### src/rtl/pe_pkg.sv
// pe_pkg -- shared definitions for the GF(3^97) processing-element sequencer.
//
// Contents:
//   PE_MUL_CYCLES    default number of PE accumulate cycles per multiply
//                    (99 digits of d0, consumed 3 digits per cycle)
//   PE_CTRL_*        the four 11-bit PE control words, ctrl[10]=c0 ... ctrl[0]=c10
//   ST_IDLE/ST_RUN   sequencer state encoding
//   cnt_width()      width of the RUN cycle counter for a given cycle count
package pe_pkg;

    localparam int PE_MUL_CYCLES = 33;

    // All PE registers hold.
    localparam logic [10:0] PE_CTRL_IDLE      = 11'b00000000000;
    // R1 <= d1, R2 <= d2, R0 <= d0; R3 untouched.
    localparam logic [10:0] PE_CTRL_LOAD      = 11'b11111000000;
    // First accumulate step: old R3 contents are discarded.
    localparam logic [10:0] PE_CTRL_MUL_FIRST = 11'b00000111011;
    // Subsequent accumulate steps: R3 feeds back into the sum.
    localparam logic [10:0] PE_CTRL_MUL_NEXT  = 11'b00000111111;

    localparam logic [0:0] ST_IDLE = 1'b0;
    localparam logic [0:0] ST_RUN  = 1'b1;

    // Counter must hold 0 .. cycles-1; keep at least one bit for the
    // degenerate single-cycle configuration.
    function automatic int cnt_width(input int cycles);
        if (cycles > 1) begin
            return $clog2(cycles);
        end else begin
            return 1;
        end
    endfunction

endpackage

### src/rtl/pe_seq.sv
// pe_seq -- control sequencer for a digit-serial GF(3^97) multiplier PE.
//
// Accepts one operand set per handshake, issues LOAD to the PE, then runs
// MUL_CYCLES accumulate cycles (MUL_FIRST followed by MUL_NEXT) and flags
// the product held in PE register R3 until the consumer takes it. A new
// operand set may be loaded while the previous product is still waiting;
// only the start of the next RUN waits for the result slot to free up.
//
// Ports:
//   clk        rising-edge clock
//   reset      synchronous, active-high reset (aborts any RUN in progress)
//   in_valid   upstream presents operands on PE d0/d1/d2
//   in_ready   operands are accepted this cycle when in_valid is high
//   ctrl       11-bit PE control word (combinational)
//   out_valid  PE R3 holds a completed product
//   out_ready  downstream consumes the product this cycle
//   busy       high while the multiply is running
module pe_seq
    import pe_pkg::*;
#(
    parameter int MUL_CYCLES = PE_MUL_CYCLES
) (
    input  logic        clk,
    input  logic        reset,
    input  logic        in_valid,
    output logic        in_ready,
    output logic [10:0] ctrl,
    output logic        out_valid,
    input  logic        out_ready,
    output logic        busy
);

    localparam int CNT_W = cnt_width(MUL_CYCLES);
    localparam logic [CNT_W-1:0] CNT_ZERO = CNT_W'(0);
    localparam logic [CNT_W-1:0] CNT_ONE  = CNT_W'(1);
    localparam logic [CNT_W-1:0] CNT_LAST = CNT_W'(MUL_CYCLES - 1);

    logic [0:0]       r_state;
    logic [CNT_W-1:0] r_count;
    logic             r_loaded;
    logic             r_out_valid;

    logic [0:0]       w_state_nxt;
    logic [CNT_W-1:0] w_count_nxt;
    logic             w_loaded_nxt;
    logic             w_out_valid_nxt;

    logic             w_in_ready;
    logic             w_load;
    logic             w_slot_free;
    logic             w_start;
    logic             w_last;
    logic [10:0]      w_ctrl;

    // Handshake and sequencing conditions shared by the FSM and ctrl decode.
    always_comb begin
        w_in_ready  = !reset && (r_state == ST_IDLE) && !r_loaded;
        w_load      = in_valid && w_in_ready;
        // The result slot is free if empty or being emptied this cycle.
        w_slot_free = !r_out_valid || out_ready;
        // The load cycle itself may launch RUN at its closing edge, so
        // MUL_FIRST immediately follows LOAD when the slot is free.
        w_start     = (r_state == ST_IDLE) && (r_loaded || w_load) && w_slot_free;
        w_last      = (r_state == ST_RUN) && (r_count == CNT_LAST);
    end

    // Next-state logic for state, cycle counter and operands-resident flag.
    always_comb begin
        w_state_nxt  = r_state;
        w_count_nxt  = r_count;
        w_loaded_nxt = r_loaded;
        case (r_state)
            ST_IDLE: begin
                if (w_load) begin
                    w_loaded_nxt = 1'b1;
                end else begin
                    w_loaded_nxt = r_loaded;
                end
                if (w_start) begin
                    w_state_nxt = ST_RUN;
                end else begin
                    w_state_nxt = ST_IDLE;
                end
                w_count_nxt = CNT_ZERO;
            end
            ST_RUN: begin
                if (w_last) begin
                    w_state_nxt  = ST_IDLE;
                    w_count_nxt  = CNT_ZERO;
                    w_loaded_nxt = 1'b0;
                end else begin
                    w_state_nxt  = ST_RUN;
                    w_count_nxt  = r_count + CNT_ONE;
                    w_loaded_nxt = r_loaded;
                end
            end
            default: begin
                w_state_nxt  = ST_IDLE;
                w_count_nxt  = CNT_ZERO;
                w_loaded_nxt = 1'b0;
            end
        endcase
    end

    // Result-slot flag: completion sets it, consumption clears it; a set on
    // the same edge as a consumption wins.
    always_comb begin
        if (w_last) begin
            w_out_valid_nxt = 1'b1;
        end else if (r_out_valid && out_ready) begin
            w_out_valid_nxt = 1'b0;
        end else begin
            w_out_valid_nxt = r_out_valid;
        end
    end

    // PE control word decode; reset forces the hold word.
    always_comb begin
        w_ctrl = PE_CTRL_IDLE;
        if (reset) begin
            w_ctrl = PE_CTRL_IDLE;
        end else begin
            case (r_state)
                ST_IDLE: begin
                    if (w_load) begin
                        w_ctrl = PE_CTRL_LOAD;
                    end else begin
                        w_ctrl = PE_CTRL_IDLE;
                    end
                end
                ST_RUN: begin
                    if (r_count == CNT_ZERO) begin
                        w_ctrl = PE_CTRL_MUL_FIRST;
                    end else begin
                        w_ctrl = PE_CTRL_MUL_NEXT;
                    end
                end
                default: begin
                    w_ctrl = PE_CTRL_IDLE;
                end
            endcase
        end
    end

    // Sequencer state registers with synchronous reset.
    always_ff @(posedge clk) begin
        if (reset) begin
            r_state     <= ST_IDLE;
            r_count     <= CNT_ZERO;
            r_loaded    <= 1'b0;
            r_out_valid <= 1'b0;
        end else begin
            r_state     <= w_state_nxt;
            r_count     <= w_count_nxt;
            r_loaded    <= w_loaded_nxt;
            r_out_valid <= w_out_valid_nxt;
        end
    end

    assign in_ready  = w_in_ready;
    assign ctrl      = w_ctrl;
    assign out_valid = r_out_valid;
    assign busy      = (r_state == ST_RUN);

endmodule

### config.mk
export PLATFORM = sky130hd
export DESIGN_NAME = pe_seq
export DESIGN_NICKNAME = d
export VERILOG_FILES = /design/src/rtl/pe_pkg.sv /design/src/rtl/pe_seq.sv
export SDC_FILE = /design/constraint.sdc
export NUM_CORES = 1
export LEC_CHECK = 0
export CAP_MARGIN = 20
export CORE_AREA = 2 2 39 41
export CTS_CLUSTER_DIAMETER = 150
export CTS_CLUSTER_SIZE = 28
export DETAILED_ROUTE_END_ITERATION = 8
export DIE_AREA = 0 0 41 43
export PLACE_DENSITY = 0.66
export SLEW_MARGIN = 30
export SYNTH_ARGS = -nofsm -noshare
export SYNTH_HDL_FRONTEND = slang
export SYNTH_SLANG_ARGS = --single-unit
### constraint.sdc
create_clock -name clk -period 2 [get_ports clk]
set_input_delay 0.3 -clock clk [delete_from_list [all_inputs] [get_ports clk]]
set_output_delay 0.3 -clock clk [all_outputs]
set_load 0.005 [all_outputs]
# Word level (Yosys, flattened, before mapping)
# Cells that the tools add are included.
# word_totals
ram_bits,0
mem_count,0
rom_bits,0
register_bits,9
word_cells,38
latch_bits,0
in_bits,4
# classes
n_bitwise,1
n_lt_le_gt_ge,0
div,0
n_reduce_logical,15
mul,0
addsub,1
shifts,0
muxes,14
eq_ne,3
# ops
op,n
$mux 11,2
$pmux 11 s2,1
$pmux 6 s2,1
$logic_and 1x1->1,7
$add 6x1->6 const B,1
$eq 6x6->1 const B,1
$logic_not 6->1,1
$mux 1,6
$mux 6,1
$pmux 1 s2,2
$logic_not 1->1,3
$mux 3,1
$logic_or 1x1->1,2
$ne 2x1->1 const B,1
$ne 2x2->1 const B,1
$reduce_and 2->1,1
$reduce_bool 2->1,1
$not 1->1,1

# Longest topological paths before layout
# Gate-level depths: netlist of the first run.
# depth
depth_word,9
mapped_depth,5
mapped_depth_nobuf,5

# Worst setup path before layout of the first run
# No wires, ideal clock.
# synth_timing
kind,register to register
start,register r_count[0]
end,register r_loaded
required_ns,1.884
arrival_time_ns,1.464
setup_time_ns,0.116
stages_incl_launch_ff,6
path_buffers,0
path_slack_ns,0.420
cell_sequence,dfxtp_1 inv_1 ha_1 or3b_4 or3_4 a31o_1
# synth_between
elab_chain_len,4
# synth_lines
item,line_no,text
start: declaration,pe_seq.sv:39,logic [CNT_W-1:0] r_count;
start signal: assignment,pe_seq.sv:154,r_count <= w_count_nxt;
$eq 6x6->1,pe_seq.sv:64,w_last = (r_state == ST_RUN) && (r_count == CNT_LAST);
$logic_and 1x1->1,pe_seq.sv:64,
$ne 2x1->1 (no line),--,
$reduce_and 2->1 (no line),--,
end signal: assignment,pe_seq.sv:155,r_loaded <= w_loaded_nxt;
end: declaration,pe_seq.sv:40,logic r_loaded;
# No other way between the ends.
# A chain may end at the register's enable or synchronous reset.

# Worst setup path after layout of the first run
# layout_timing
start,input port reset
end,output port ctrl[6]
# layout_between
elab_chain_len,7
# layout_lines
item,line_no,text
start: declaration,pe_seq.sv:24,"input logic reset,"
$logic_not 1->1,pe_seq.sv:57,w_in_ready = !reset && (r_state == ST_IDLE) && !r_loaded;
$logic_and 1x1->1 (2 in a row),pe_seq.sv:57,
$logic_and 1x1->1,pe_seq.sv:58,w_load = in_valid && w_in_ready;
$mux 11,pe_seq.sv:125,if (w_load) begin
$pmux 11 s2,pe_seq.sv:123,case (r_state)
$mux 11 (*),pe_seq.sv:120,if (reset) begin
end: declaration,pe_seq.sv:27,"output logic [10:0] ctrl,"
# Every way passes the cells marked *; elsewhere a longest branch is shown, timed or not.

==> flow_summary_export.csv, run 1 <==
group,metric,value,unit
yosys,synth_seq_cells,9,
finish,area_growth,38.3,%
critical_path,endpoint,"ctrl[6]",
drt,vias,387,
clocking,clk_latency,260,ps
timing,fmax,521,MHz
drt,drc_errors,0,
drt,wirelength,840,um
critical_path,startpoint_type,"primary input",
critical_path,startpoint,"reset",
clocking,cts-htree-levels,1,
pwr,design_power_total,0.401,mW
finish,stdcell_count,82,
placed_design,dp.cells,77,
yosys,synthCells,52,
critical_path,r2r_setup_slack,210,ps
clocking,cts_tree,"yes",
flow_run,maxCapViolCount,0,
die,io_pins,18,
finish,nets,73,
yosys,synth_top_area_cell,"dfxtp_1",
timing,fin_tns_setup,0,ps
critical_path,r2r_cells,6,
timing,rsz0062_at_grt,"true",
die,die_area,1760,um^2
critical_path,path_class,"in2out",
pwr,internal_power,0.308,mW
timing,setup_viol,0,
pwr,p_clk_share,34.8,%
clocking,clk_path_buf_depth,2,
die,die_y,43,um
drt,detail_route.wl_per_cell,10.2,um
worst_hold_path,hold_class,"reg2reg",
finish,nFillCells,138,
clocking,numCtsBuffers,3,
drt,post_drt_via_cell_ratio,4.72,
yosys,synthFlopType,"dfxtp_1",
finish,layout-drive-gt1-share,21.2,%
die,die_x,41,um
critical_path,cp_max_fo,6,
critical_path,critPathArrivalTime,1620,ps
critical_path,crit_required,1700,ps
yosys,netlist_area,464,um^2
drt,drt_iter0_drc,3,
pwr,ir_worst_vdd,0.330,mV
yosys,ys_types,22,
grt,grt_util_all_layers,12.0,%
yosys,yosysWarnings,0,
clocking,path_clk_slew,60,ps
placed_design,place_ws,-26.2,ps
clocking,cts_sinks,9,
yosys,synth_fp_nets,58,
yosys,synthArstFlopShare,0,%
pwr,power_leakage,0.260,nW
timing,hold_viol_final,0,
yosys,synth_top_cells_by_area,"dfxtp_1 39%, buf_4 13%, ha_1 5.4%",
pwr,power.switching,0.0926,mW
finish,antenna_cells,0,
die,start_util,33.5,%
yosys,synth_top_cell_area_share,38.8,%
clocking,root_buffer,"clkbuf_4",
yosys,seq_area_frac_synth,38.8,%
pwr,pwr-share-seq,48.0,%
critical_path,worstReg2RegEnd,"r_count[4]",
finish,multi_input_area,221,um^2
yosys,syn_area_per_cell,8.93,um^2
run_status,outcome,"complete, no violations",
timing,fin_skew,1.56,ps
drt,firstDrtPassIters,3,
grt,grt_pass1_vias,352,
critical_path,worstSetupEndpointType,"output port",
grt,antenna_found_initial,0,
yosys,synth_edf_count,0,
grt,grt_max_degree,8,
grt,grt-ovfl-total,0,
timing,min_period,1920,ps
die,core,1380,um^2
placed_design,place_congestion,0.708,
placed_design,dp.final_hpwl,606,um
pwr,swShare,23.1,%
timing,fin_ws,80.1,ps
timing,tightest_slew,558,ps
worst_hold_path,holdPathStages,1,
pwr,p_comb_share,17.2,%
pwr,power.density,625,nW/um^2
placed_design,io_buffers,17,
drt,postRouteAntennaNets,0,
die,rows,14,
finish,seqCellArea,183,um^2
timing,finalCritPeriodShare,96.0,%
timing,slew_headroom,62.5,%
critical_path,reg2reg_from,"r_count[0]",
grt,grt_pass1_wl,1350,um
timing,slew_violations,0,
==> power groups by stage <==
| stage | clock [mW] | sequential (mW) | combinational [mW] |
|---|---|---|---|
| floorplan | 0 | 0.194 | 0.0362 |
| global placement | 0 | 0.196 | 0.0633 |
| detailed placement | 0 | 0.196 | 0.0639 |
| CTS | 0.149 | 0.192 | 0.0684 |
| global route | 0.155 | 0.193 | 0.0761 |
| finish | 0.139 | 0.192 | 0.0690 |
==> per-layer routing <==
| metal | global-route usage [%] | vias to the layer above | part of all wire, % |
|---|---|---|---|
| li1 | - | 199 | - |
| met1 | 14.3 | 174 | 46 |
| met2 | 15.6 | 12 | 45 |
| met3 | 5.24 | 2 | 8.2 |
| met4 | 10.0 | 0 | 0.48 |
| met5 | 0 | - | 0 |
==> cells by family (layout without fill, tap and decap cells) <==
family / count (synthesis) / after routing / synth area share, %
AO/OA/AOI/OAI: 6 / 6 / 9.44
multiplexers: 1 / 1 / 2.16
flip-flops: 9 / 9 / 38.8
XOR/XNOR: 3 / 3 / 5.66
AND/OR/NAND/NOR: 19 / 19 / 22.4
buffers and inverters: 12 / 26 / 16.2
adder cells (fa/ha/maj): 2 / 2 / 5.39
==> worst min-delay path by stage <==
stage,startpoint,end,slack [ps]
finish,r_count[0],r_count[0],440
global route,r_count[0],r_count[0],470
global placement,r_count[0],r_count[0],460
floorplan,reset,out_valid,370
detailed placement,r_count[0],r_count[0],470
CTS,r_count[0],r_count[0],440
==> sequential cells by signal (all words and copies together) (netlist names) <==
signal	cells
r_loaded	1
busy	1
r_count	6
out_valid	1
==> area by class of cell <==
class,instances,area share [%]
Timing Repair Buffer,18,27.5
Inverter,4,2.34
Tap cell,16,3.12
Sequential cell,9,28.5
Clock buffer,4,4.09
Multi-Input combinational cell,31,34.5
==> critical path, cell delays in order <==
cell,delay (ps)
clkdlybuf4s50_1,470
nor3_2,160
and2_4,190
clkdlybuf4s50_1,500
==> per-stage QoR <==
stage / util, % / instance area [um^2] / hold WS [ps]
after CTS: 46.0 / 637 / 445
after floorplan: - / 464 / 369
after global routing: 46.4 / 642 / 467
after detailed placement: 42.9 / 594 / 467
final: 46.4 / 642 / 441
after global placement: 42.9 / 594 / 459
==> Yosys cell counts, types with 2 or more instances <==
library cell  count
a21oi_1           2
buf_4             8
dfxtp_1           9
ha_1              2
inv_1             4
nand2_1           3
nand3_1           2
nor2_1            5
nor3_1            3
xor2_1            2
==> repair_timing <==
item	4_1_cts	5_1_grt
buffers inserted	1	0
gates resized for setup	5	3
setup endpoints to repair	6	10
hold buffers	0	0
pin swaps	0	0
hold endpoints to repair	0	0
==> placed cells by master, fill, tap and decap left out, types with 2 or more instances in the layout <==
master	count
clkdlybuf4s50_1	16
dfxtp_1	7
nor2_1	5
nand2_1	3
clkbuf_4	3
inv_2	2
inv_1	2
nor3_2	2
nand3_1	2
xor2_1	2
a21oi_1	2
ha_1	2
dfxtp_2	2
No activity file was read; power rests on OpenSTA's default activity.
==> inputs of run 2 (changes only) <==
- CORE_AREA: 2 2 39 41 -> 5 5 42 44
- DIE_AREA: 0 0 41 43 -> 0 0 47 49
==> run 2 against run 1 <==
Effect of this change: hold slack better by 64 ps; total power up 1.1%; sequential power about the same; combinational power up 6.4%; wire length up 7.9%; die area up 31%; design area up 2.3%; critical endpoint is now ctrl[7]; register-to-register slack worse by 30 ps; global-route usage down 3.2 points; core utilization up 0.49 points; clock-buffer cell count unchanged; critical path type unchanged.
==> flow_summary_export.csv, run 2 (synthesized netlist as in run 1, its figures left out) <==
group,metric,value,unit
drt,routed.top_layer,"met4",
clocking,clk_latency,260,ps
timing,min_period,1910,ps
finish,stdcell_count,83,
worst_hold_path,hold_class,"reg2reg",
die,core,1400,um^2
timing,hold_viol_final,0,
clocking,path_clk_slew,60,ps
drt,detail_route.wl_per_cell,10.9,um
die,rows,14,
grt,grt_util_all_layers,8.83,%
drt,drc_errors,0,
timing,rsz0062_at_grt,"false",
critical_path,worstReg2RegEnd,"r_loaded",
drt,vias,372,
finish,most-common-layout-cells,"16 x clkdlybuf4s50_1, 7 x dfxtp_1, 5 x nor2_1",
critical_path,worstSetupEndpointType,"output port",
placed_design,place_congestion,0.786,
die,die_y,49,um
die,die_x,47,um
grt,grt_pass1_vias,335,
finish,antenna_cells,0,
timing,tightest_slew,489,ps
finish,layout-drive-gt1-share,25.4,%
worst_hold_path,hold_end,"out_valid",
placed_design,io_buffers,17,
critical_path,startpoint_type,"primary input",
grt,antenna_found_initial,0,
finish,largest_reg_flops,6,
finish,nFillCells,134,
finish,final_area,657,um^2
timing,fmax,522,MHz
critical_path,r2r_setup_slack,180,ps
critical_path,cp_max_fo,6,
timing,setup_viol,0,
finish,final_common_cell,"clkdlybuf4s50_1",
placed_design,dp.cells,77,
drt,wirelength,906,um
grt,grt_max_degree,8,
pwr,design_power_total,0.405,mW
die,die_area,2300,um^2
drt,post_drt_via_cell_ratio,4.48,
finish,multi_input_area,230,um^2
pwr,ir_worst_vdd,0.437,mV
drt,wl_met1,367,um
drt,wl_met3,92,um
pwr,power_leakage,0.263,nW
clocking,clk_path_buf_depth,2,
clocking,root_buffer,"clkbuf_4",
flow_run,maxCapViolCount,0,
placed_design,dp.final_hpwl,666,um
clocking,numCtsBuffers,3,
critical_path,path_class,"in2out",
critical_path,reg2reg_from,"r_count[0]",
pwr,power.density,617,nW/um^2
drt,postRouteAntennaNets,0,
worst_hold_path,holdPathStages,2,
finish,largest_register,"r_count",
critical_path,r2r_cells,6,
drt,drt_iter0_drc,3,
clocking,cts-htree-levels,1,
finish,nets,74,
timing,fin_skew,2.54,ps
timing,finalCritPeriodShare,95.7,%
critical_path,crit_required,1700,ps
die,start_util,33.1,%
timing,slew_violations,0,
run_status,outcome,"complete, no violations",
clocking,cts_sinks,9,
clocking,cts_tree,"yes",
critical_path,critPathArrivalTime,1610,ps
placed_design,placed_cell_area,594,um^2
die,io_pins,18,
timing,whs,505,ps
worst_hold_path,min_from,"out_valid",
grt,grt-ovfl-total,0,
drt,firstDrtPassIters,4,
finish,seqCellArea,185,um^2
drt,met2_length,426,um
finish,area_growth,41.5,%
timing,slew_headroom,67.1,%
grt,grt_pass1_wl,1460,um
## run 2: through the flow
stage                     util, %  setup slack (ps)  TNS [ps]
after floorplan                 -               420         0
after global placement       42.4              35.1         0
after detailed placement     42.4             -40.0      -166
after CTS                    44.9              2.69         0
after global routing         46.9              19.0         0
final                        46.9              85.2         0
## run 2: how the worst max path moves through the flow
stage               startpoint  slack (ps)        to  depth (start not counted)
global route             reset          20   ctrl[0]                          5
CTS                      reset           3   ctrl[7]                          4
detailed placement       reset         -40   ctrl[7]                          4
finish                   reset          90   ctrl[7]                          4
global placement         reset          40   ctrl[7]                          4
floorplan           r_count[0]         420  r_loaded                          5
## run 2: layout make-up
class,count,area share (%)
Sequential cell,9,28.2
Multi-Input combinational cell,31,35.0
Tap cell,16,3.05
Inverter,4,2.29
Timing Repair Buffer,19,27.4
Clock buffer,4,4.00
## run 2: worst max-delay path: stages
cell and delay (ps):
clkdlybuf4s50_1 470, nor3_2 150, and2_4 190, clkdlybuf4s50_1 500
## run 2: what timing repair did
action                                  in CTS  in global routing
hold buffers                                 0                  0
buffers inserted                             0                  2
endpoints found under the hold margin        0                  0
gates cloned                                 0                  0
resized for setup                            5                  8
endpoints found under the setup margin       6                 11
pin swaps                                    0                  1
## run 2: layer usage
metal	up-vias	track usage (%)
met5	-	0
met1	158	10.2
met4	0	4.15
li1	198	-
met3	2	3.69
met2	14	13.6
## run 2: power breakdown
group | total, mW | leakage (nW) | switching (mW) | internal (mW)
Sequential | 0.192 | 0.0745 | 0.00676 | 0.185
Clock | 0.140 | 0.0150 | 0.0634 | 0.0769
Combinational | 0.0734 | 0.174 | 0.0249 | 0.0485
